<file path="src/rtl/uart_tx_rr_arbiter.sv">
// uart_tx_rr_arbiter: round-robin arbiter sharing one UART TX channel among NUM_REQ requesters
//   clk, rst     : clock, synchronous active-high reset
//   req_valid    : per-requester request, held until its req_ready pulse
//   req_data     : packed request bytes, requester i at [i*DATA_W +: DATA_W]
//   req_ready    : one-hot acceptance pulse (START cycle)
//   req_done     : one-hot pulse the cycle after tx_done for the granted requester
//   tx_start     : one-cycle start pulse to the UART TX
//   data_in      : latched byte to the UART TX, stable from START until next arbitration
//   tx_done      : UART TX frame-complete pulse
//   busy         : high in START and WAIT
//   grant_id     : index of the current or last granted requester
//   timeout_err  : one-cycle pulse when tx_done never arrives within TIMEOUT_CYC cycles
module uart_tx_rr_arbiter #(
    parameter int NUM_REQ     = 4,
    parameter int DATA_W      = 8,
    parameter int TIMEOUT_CYC = 131072,
    parameter int ID_W        = 2
) (
    input  logic                      clk,
    input  logic                      rst,
    input  logic [NUM_REQ-1:0]        req_valid,
    input  logic [NUM_REQ*DATA_W-1:0] req_data,
    output logic [NUM_REQ-1:0]        req_ready,
    output logic [NUM_REQ-1:0]        req_done,
    output logic                      tx_start,
    output logic [DATA_W-1:0]         data_in,
    input  logic                      tx_done,
    output logic                      busy,
    output logic [ID_W-1:0]           grant_id,
    output logic                      timeout_err
);
    localparam int CNT_W = $clog2(TIMEOUT_CYC);

    typedef enum logic [1:0] {IDLE, START, WAIT} state_t;

    state_t                state, state_n;
    logic [ID_W-1:0]       last_grant, last_grant_n, win, idx, grant_n;
    logic [CNT_W-1:0]      cnt, cnt_n;
    logic [DATA_W-1:0]     data_n;
    logic [NUM_REQ-1:0]    ready_n, done_n;
    logic                  tx_start_n, busy_n, to_n;

    // Scan from the farthest candidate down to last_grant+1 so the nearest
    // requester after the pointer is the final (winning) assignment.
    always_comb begin
        win = '0;
        idx = '0;
        for (int k = NUM_REQ; k >= 1; k--) begin
            idx = ID_W'((int'(last_grant) + k) % NUM_REQ);
            if (req_valid[idx]) win = idx;
        end
    end

    always_comb begin
        state_n      = state;
        last_grant_n = last_grant;
        cnt_n        = cnt;
        data_n       = data_in;
        grant_n      = grant_id;
        tx_start_n   = 1'b0;
        ready_n      = '0;
        done_n       = '0;
        to_n         = 1'b0;
        case (state)
            IDLE: begin
                if (|req_valid) begin
                    state_n    = START;
                    data_n     = req_data[win*DATA_W +: DATA_W];
                    grant_n    = win;
                    tx_start_n = 1'b1;
                    ready_n    = NUM_REQ'(1) << win;
                end
            end
            START: begin
                state_n = WAIT;
                cnt_n   = '0;
            end
            WAIT: begin
                cnt_n = cnt + 1'b1;
                // tx_done takes precedence over a timeout in the same cycle
                if (tx_done) begin
                    state_n      = IDLE;
                    done_n       = NUM_REQ'(1) << grant_id;
                    last_grant_n = grant_id;
                end else if (cnt == CNT_W'(TIMEOUT_CYC - 1)) begin
                    state_n      = IDLE;
                    to_n         = 1'b1;
                    last_grant_n = grant_id;
                end
            end
            default: state_n = IDLE;
        endcase
        busy_n = (state_n != IDLE);
    end

    always_ff @(posedge clk) begin
        if (rst) begin
            state       <= IDLE;
            last_grant  <= ID_W'(NUM_REQ - 1);
            cnt         <= '0;
            data_in     <= '0;
            grant_id    <= '0;
            tx_start    <= 1'b0;
            req_ready   <= '0;
            req_done    <= '0;
            busy        <= 1'b0;
            timeout_err <= 1'b0;
        end else begin
            state       <= state_n;
            last_grant  <= last_grant_n;
            cnt         <= cnt_n;
            data_in     <= data_n;
            grant_id    <= grant_n;
            tx_start    <= tx_start_n;
            req_ready   <= ready_n;
            req_done    <= done_n;
            busy        <= busy_n;
            timeout_err <= to_n;
        end
    end
endmodule

</file>
<file path="config.mk">
export PLATFORM = sky130hd
export DESIGN_NAME = uart_tx_rr_arbiter
export DESIGN_NICKNAME = d
export VERILOG_FILES = /design/src/rtl/uart_tx_rr_arbiter.sv
export SDC_FILE = /design/constraint.sdc
export NUM_CORES = 1
export LEC_CHECK = 0
export BUFFER_PORTS_ARGS = -buffer_cell sky130_fd_sc_hd__buf_2
export CAP_MARGIN = 10
export CORE_UTILIZATION = 51
export CTS_CLUSTER_DIAMETER = 30
export DETAILED_ROUTE_END_ITERATION = 12
export GPL_TIMING_DRIVEN = 0
export PLACE_DENSITY = 0.89
export SLEW_MARGIN = 30
export SYNTH_ARGS = -nofsm -noshare
export SYNTH_HDL_FRONTEND = slang
export SYNTH_SLANG_ARGS = --single-unit
</file>
<file path="constraint.sdc">
create_clock -name clk -period 2.25 [get_ports clk]
set_input_delay 0.45 -clock clk [delete_from_list [all_inputs] [get_ports clk]]
set_output_delay 0.45 -clock clk [all_outputs]
set_load 0.01 [all_outputs]
</file>
---- After elaboration in Yosys (flattened, before gate mapping) ----
Index checks and enable logic that the tools add are counted.
cells by class
  multiplexer cells ....................... 21
  $lt $le $gt $ge ......................... 4
  reduce and logical (&&, ||, !) cells .... 11
  add/sub/neg operators ................... 5
  bitwise gates (word level) .............. 4
  shifts and indexed selects .............. 3
  equality and inequality tests ........... 3
operator list
  kind                                                                   number
  17-bit one-hot mux with 2 select lines                                 1
  32-bit by 6-bit indexed part select with 8-bit output                  1
  2-bit 2-to-1 mux                                                       9
  17-bit by 1-bit adder with 17-bit output (second input constant)       1
  17-bit == test (second input constant)                                 1
  2-bit by 3-bit < comparator with 1-bit output (second input constant)  4
  3-bit OR reduction                                                     3
  1-bit binary-select mux with 2-bit select                              4
  1-bit by 2-bit left shift with 4-bit output (first input constant)     2
  1-bit 2-to-1 mux                                                       6
  2-bit one-hot mux with 3 select lines                                  1
  2-bit nonzero test                                                     3
  2-bit by 1-bit adder with 2-bit output (second input constant)         2
  2-bit adder (second input constant)                                    2
  1-bit NOT                                                              4
  2-bit AND reduction                                                    2
  4-bit OR reduction                                                     1
  2-bit by 1-bit == test with 1-bit output (second input constant)       1
  2-bit == test (second input constant)                                  1
  2-bit zero test                                                        1
  2-bit OR reduction                                                     1
word-level totals
  input port bits ......................... 39
  output and inout bits ................... 21
  register bits ........................... 42
  logic and storage cells ................. 61

---- Depth between registers and ports, before layout ----
Gate-level depths: netlist of the first run.
  word-level depth ........................ 8
  gate-level depth with buffers ........... 10
  gate-level depth less buffers ........... 10

---- Worst setup path after synthesis of the first run ----
OpenSTA, ideal clock, no wires.
  path type ............................... flip-flop to flip-flop
  start point ............................. reg cnt[6]
  end point ............................... reg busy
  stages on the path, launching flop included .. 11
  slack ................................... 0.339 ns
  arrival ................................. 1.788 ns
  path buffers ............................ 0
  cells stage by stage .................... dfxtp_1 and4_1 nand4_1 nor2_1 and3_1 ha_1 nor3b_1 a21o_1 a21oi_1 nor3_1 or2_2
between the ends
  word-level cells in the longest chain between the ends .. 5
ends and longest elaborated chain
  item                                   RTL line  source
  from (decl)                            38        logic [CNT_W-1:0] cnt, cnt_n;
  from (signal assigned)                 111       cnt <= cnt_n;
  17-bit == test                         85        end else if (cnt == CNT_W'(TIMEOUT_CYC - 1)) begin
  2-bit 2-to-1 mux                       85
  2-bit 2-to-1 mux                       81        if (tx_done) begin
  2-bit one-hot mux with 3 select lines  64        case (state)
  2-bit nonzero test                     93        busy_n = (state_n != IDLE);
  to (signal assigned)                   117       busy <= busy_n;
  to (decl)                              28        output logic busy,
No other way between the ends.
A chain may end at the register's enable or synchronous reset.

---- Worst setup path after layout of the first run ----
  start point ............................. reg cnt[9]
  end point ............................... reg busy
The elaborated chain is that of the path after synthesis.

==> results of run 1 <==
==> cell families (layout without fill, tap and decap cells) <==
logic type,count (synthesis),after routing,share of synthesized area (%)
buffers and inverters,17,85,4.45
AO/OA/AOI/OAI,34,34,11.9
AND/OR/NAND/NOR,99,99,26.5
adder cells (fa/ha/maj),6,6,3.66
multiplexers,17,17,8.29
XOR/XNOR,10,10,4.27
flip-flops,42,42,41.0
==> Yosys cell counts (2+ instances only) <==
cell      number
or2_2          2
mux2i_1       17
nand3b_1       2
nand2_1       15
o211ai_1       8
or3_1          5
buf_6          3
nor3b_1       15
a21oi_1        8
dfxtp_1       42
nand4_1        2
nor2_1        25
nand3_1        7
a211o_1        2
buf_1          2
nor4_1         2
o21ai_2        2
xor2_1         5
nand2b_1       6
xnor2_1        5
a21o_1         2
inv_1          8
nor3_1         8
ha_1           6
o21ai_0        5
o221ai_1       2
==> metal layers <==
layer	GRT usage, %	up-vias	share of wire [%]
li1	-	930	-
met1	26.8	869	44
met2	39.6	49	51
met3	4.51	12	3.2
met4	10.3	0	2.2
met5	0	-	0
==> sequential cells by signal, summed over array words and instances (netlist names) <==
signal,count
data_in,8
tx_start,1
timeout_err,1
req_ready,4
state,2
grant_id,2
busy,1
req_done,4
last_grant,2
cnt,17
==> stage by stage <==
stage                     worst slack (ns)  cell area (sq um)
final                               0.0704               2510
after global routing                0.0166               2510
after CTS                           0.0357               2510
after detailed placement            0.0709               2410
after global placement               0.163               2410
after floorplan                      0.339               2050
==> final cells by class <==
cell class | count | area [sq um]
buffer | 8 | 57.6
clock buffer | 5 | 68.8
clock inverter | 3 | 21.3
fill | 295 | 1260
inverter | 9 | 33.8
multi-input combinational | 166 | 1120
sequential | 42 | 846
tap | 48 | 60.1
timing repair buffer | 60 | 303
==> worst max-delay path by stage <==
stage                              from               to  slack, ns
floorplan           cnt[6]$_SDFFE_PP0P_  busy$_SDFF_PP0_       0.34
global placement    cnt[6]$_SDFFE_PP0P_  busy$_SDFF_PP0_       0.16
detailed placement  cnt[6]$_SDFFE_PP0P_  busy$_SDFF_PP0_       0.07
CTS                 cnt[8]$_SDFFE_PP0P_  busy$_SDFF_PP0_       0.04
global route        cnt[6]$_SDFFE_PP0P_  busy$_SDFF_PP0_       0.02
finish              cnt[9]$_SDFFE_PP0P_  busy$_SDFF_PP0_       0.07
==> timing repair <==
item	4_1_cts	5_1_grt
hold endpoints to repair	0	0
setup endpoints to repair	1	1
resized for setup	3	2
pin swaps	1	0
buffers inserted	1	0
==> where the power goes <==
part | internal, mW | switching [mW] | total [mW]
sequential | 0.848 | 0.0624 | 0.910
clock | 0.218 | 0.269 | 0.487
combinational | 0.283 | 0.390 | 0.673
total | 1.35 | 0.722 | 2.07
==> results.yml, run 1 <==
worst_setup_path:
  critical_path_required_ns: 2.42
  r2r_slack_ns: 0.07
  crit_path_end_kind: "register"
  critPathMaxStageDelay_ns: 0.36
  crit_type: "reg -> reg"
  r2r_start: "cnt[9]$_SDFFE_PP0P_"
  r2r_end: "busy$_SDFF_PP0_"
  cp-start-kind: "register"
  crit_slowest_cell: "dfxtp_2"
  cp_cell_sequence: "and4_4 > nand4_1 > nor2_1 > and3_1 > ha_1 > nor3b_1 > a21o_1 > a21oi_1 > nor3_1 > or2_2"
  cp_top_family: "simple AND/OR/NAND/NOR gates"
  ff2ff_path_depth: 10
  cp.depth: 10
  cp.arrival_ns: 2.35
  crit_fanout: 3
  cp.buffers_inverters: 0
yosys:
  avgSynthCellArea_sq_um: 9.12
  ys_ff_latch: 42
  synth-seq-area-share_pct: 41.0
  async_flop_share_pct: 0
  yosysTopAreaCell: "dfxtp_1"
  synthTopCellsByArea: "dfxtp_1 41%, mux2i_1 8.3%, nor3b_1 5.5%"
  synth_fp_nets: 270
  ys.flop_type: "dfxtp_1"
  syn_inst: 225
  yosys.area.top_type_share_pct: 41.0
  synth_area_sq_mm: 0.00205
  synth_edf_count: 0
  synth_cell_types: 45
  yosys_warnings: 0
routing:
  drt_pass1_iterations: 4
  vias_per_cell: 5.45
  drt_iter0_drc: 148
  vias: 1860
  ant_nets: 0
  drcViolationCount: 0
  wirelength_mm: 4.50
  wl_per_cell_microns: 13.2
min_path:
  min_to: "timeout_err$_SDFF_PP0_"
  hold_path_depth: 2
  hp-start: "tx_done"
  hp-class: "in -> reg"
timing:
  fmax_ghz: 0.459
  max_slew.worst_pin.slew_ns: 0.549
  final_hold_viol_count: 0
  hold_ws_ns: 0.355
  finalSetupViolCount: 0
  rsz0062_at_grt: "false"
  skew_ns: 0.0143
  slew_headroom_pct: 63.1
  slew_violations: 0
  fin_crit_sh_pct: 96.9
  min_period_ns: 2.18
  fin_setup_tns_ns: 0
floorplanning:
  die_h_microns: 65.4
  die_w_microns: 65.4
  start_util_pct: 54.4
  std_cell_rows: 22
  die_area_sq_mm: 0.00428
  pin_count: 60
  core_region_area_sq_mm: 0.00377
finish:
  layoutNonFillerInstCount: 341
  num_antenna_cells: 0
  fin_nets: 337
  drive_gt1_share_pct: 30.7
  finalCoreUtilization_pct: 66.6
  area_delta_synth_final_pct: 22.4
  mostFrequentLayoutCell: "buf_2"
  final_cell_mix: "59 x buf_2, 38 x dfxtp_1, 25 x nor2_1"
clocking:
  cts_tree: "built"
  clock_latency_ns: 0.30
  htreeDepth: 2
  cts-root-buf: "clkbuf_8"
  cts_sinks: 42
  cts_buffers: 5
  clkTransAtPathRegs_ns: 0.09
  cts_hold_buf: 0
  clk_path_buf_depth: 2
power:
  irDropWorstVdd_mv: 0.492
  power_leakage_nw: 1.10
  powerDensity_mw_per_mm2: 824
  fin_total_pwr_mw: 2.07
global_routing:
  grtUsageTotal_pct: 22.8
  grt_pass1_vias: 1763
  grt_overflow: 0
  grt_pass1_wl_mm: 7.49
  antenna_found_initial: 0
  grt_start_max_net_pins: 15
place:
  gp_congestion: 0.748
  placed_cells: 332
  dp_hpwl_mm: 3.41
  portBuffers: 59
run_status:
  outcome: "complete, no violations"
run:
  cap_viol_max_count: 0
Note: power is estimated with default switching activity, not from simulation.
==> run 2, diff against run 1 <==
--- a/config.mk
+++ b/config.mk
@@ -5,13 +5,14 @@
 export SDC_FILE = /design/constraint.sdc
 export NUM_CORES = 1
 export LEC_CHECK = 0
+export ABC_AREA = 0
 export BUFFER_PORTS_ARGS = -buffer_cell sky130_fd_sc_hd__buf_2
 export CAP_MARGIN = 10
 export CORE_UTILIZATION = 51
 export CTS_CLUSTER_DIAMETER = 30
 export DETAILED_ROUTE_END_ITERATION = 12
 export GPL_TIMING_DRIVEN = 0
-export PLACE_DENSITY = 0.89
+export PLACE_DENSITY = 0.79
 export SLEW_MARGIN = 30
 export SYNTH_ARGS = -nofsm -noshare
 export SYNTH_HDL_FRONTEND = slang
==> run 2 against run 1 <==
Against the previous run: sequential cell count did not move; die area unchanged; power up 0.77%; global-route usage rose by 0.24 points; critical path type unchanged; routed wire length decreased by 2.2%; count of clock-buffer cells in the layout up 1; first-iteration DRC count decreased by 26%.
==> results.yml, run 2 (synthesis results as in run 1) <==
finish:
  fin_nets: 337
  largest_reg_flops: 17
  final_cell_mix: "59 x buf_2, 41 x dfxtp_1, 25 x nor2_1"
  mostFrequentLayoutCell: "buf_2"
  num_antenna_cells: 0
  drive_gt1_share_pct: 29.4
  largest_register: "cnt"
  area_delta_synth_final_pct: 22.4
  largest_registers: "cnt (17), data_in (8)"
worst_setup_path:
  r2r_slack_ns: 0.16
  crit_slowest_cell: "dfxtp_1"
  cp.arrival_ns: 2.28
  cp-start-kind: "register"
  cp.depth: 10
  crit_type: "reg -> reg"
  r2r_end: "busy$_SDFF_PP0_"
  crit_path_start: "cnt[7]$_SDFFE_PP0P_"
  cp_top_family: "simple AND/OR/NAND/NOR gates"
  critPathMaxStageDelay_ns: 0.38
  ff2ff_path_depth: 10
  cp-endpoint: "busy$_SDFF_PP0_"
  critical_path_required_ns: 2.44
  crit_fanout: 4
  cp_cell_sequence: "and4_1 > nand4_1 > nor2_1 > and3_1 > ha_1 > nor3b_1 > a21o_1 > a21oi_1 > nor3_1 > or2_2"
  r2r_start: "cnt[7]$_SDFFE_PP0P_"
  cp.buffers_inverters: 0
  crit_path_end_kind: "register"
run:
  cap_viol_max_count: 0
routing:
  drcViolationCount: 0
  ant_nets: 0
  drt_pass1_iterations: 4
  wirelength_mm: 4.40
  wl_per_cell_microns: 12.9
  vias: 1816
  vias_per_cell: 5.33
  drt_iter0_drc: 109
power:
  fin_total_pwr_mw: 2.09
  power_leakage_nw: 1.10
  irDropWorstVdd_mv: 0.475
  powerDensity_mw_per_mm2: 831
timing:
  fin_setup_tns_ns: 0
  slew_violations: 0
  finalSetupViolCount: 0
  slew_headroom_pct: 59.6
  max_slew.worst_pin.slew_ns: 0.601
  min_period_ns: 2.09
  fmax_ghz: 0.477
  fin_crit_sh_pct: 93.1
  skew_ns: 0.00694
  final_hold_viol_count: 0
floorplanning:
  die_w_microns: 65.4
  core_region_area_sq_mm: 0.00377
  die_area_sq_mm: 0.00428
  std_cell_rows: 22
  die_h_microns: 65.4
  start_util_pct: 54.4
  pin_count: 60
global_routing:
  grt_start_max_net_pins: 14
  grt_pass1_vias: 1723
  grt_pass1_wl_mm: 7.55
  grt_overflow: 0
  antenna_found_initial: 0
  grtUsageTotal_pct: 23.0
min_path:
  hp-class: "in -> reg"
clocking:
  cts-root-buf: "clkbuf_8"
  clock_latency_ns: 0.30
  htreeDepth: 2
  cts_hold_buf: 0
  clk_path_buf_depth: 2
  cts_sinks: 42
  cts_tree: "built"
  cts_buffers: 5
  clkTransAtPathRegs_ns: 0.08
place:
  gp_congestion: 0.807
  dp_hpwl_mm: 3.23
  portBuffers: 59
run_status:
  outcome: "complete, no violations"
-- run 2: changes by cell type in the layout (fill, tap and decap cells not counted) --
| cell | delta |
|---|---|
| and4_1 | +1 |
| and4_4 | -1 |
| clkinv_4 | -1 |
| dfxtp_2 | -3 |
| dfxtp_1 | +3 |
| clkbuf_8 | +1 |
-- run 2: report_power, final --
part / leakage, nW / switching, mW / internal, mW / total, mW
Combinational: 0.706 / 0.385 / 0.283 / 0.668
Clock: 0.0472 / 0.260 / 0.246 / 0.506
Sequential: 0.343 / 0.0643 / 0.848 / 0.912
Total: 1.10 / 0.709 / 1.38 / 2.09
-- run 2: routing by layer --
| metal | track usage, % | part of all wire, % | vias up |
|---|---|---|---|
| met5 | 0 | 0 | - |
| met4 | 7.88 | 1.4 | 0 |
| met3 | 6.25 | 3.8 | 8 |
| met2 | 38.7 | 48 | 38 |
| met1 | 28.2 | 47 | 846 |
| li1 | - | - | 924 |
-- run 2: area by class of cell --
type / instances / area (sq um)
multi-input combinational: 166 / 1120
clock inverter: 2 / 12.5
buffer: 8 / 57.6
sequential: 42 / 842
fill: 322 / 1260
clock buffer: 6 / 82.6
timing repair buffer: 60 / 303
tap: 48 / 60.1
inverter: 9 / 33.8
-- run 2: stage by stage --
stage / hold slack (ns) / instance area [sq um] / setup WS, ns / instances / util (%)
finish: 0.364 / 2510 / 0.155 / 341 / 66.6
global route: 0.374 / 2510 / -0.00775 / 341 / 66.6
CTS: 0.360 / 2500 / 0.110 / 340 / 66.4
detailed placement: 0.465 / 2410 / 0.161 / 332 / 63.8
global placement: 0.460 / 2410 / 0.168 / 332 / 63.8
floorplan: 0.449 / 2050 / 0.339 / 225 / -
-- run 2: worst min-delay path by stage --
stage	start	slack [ns]	cells after the start	end
after floorplan	cnt[16]$_SDFFE_PP0P_	0.45	2	cnt[16]$_SDFFE_PP0P_
after global placement	data_in[3]$_SDFFE_PP0P_	0.46	2	data_in[3]$_SDFFE_PP0P_
after detailed placement	data_in[4]$_SDFFE_PP0P_	0.47	2	data_in[4]$_SDFFE_PP0P_
after CTS	tx_done	0.36	2	timeout_err$_SDFF_PP0_
after global routing	tx_done	0.37	2	timeout_err$_SDFF_PP0_
final	tx_done	0.36	2	timeout_err$_SDFF_PP0_
-- run 2: timing repair --
| item | in CTS | in global routing |
|---|---|---|
| setup endpoints to repair | 0 | 1 |
| gates resized for setup | 0 | 1 |
| buffers inserted | 0 | 1 |
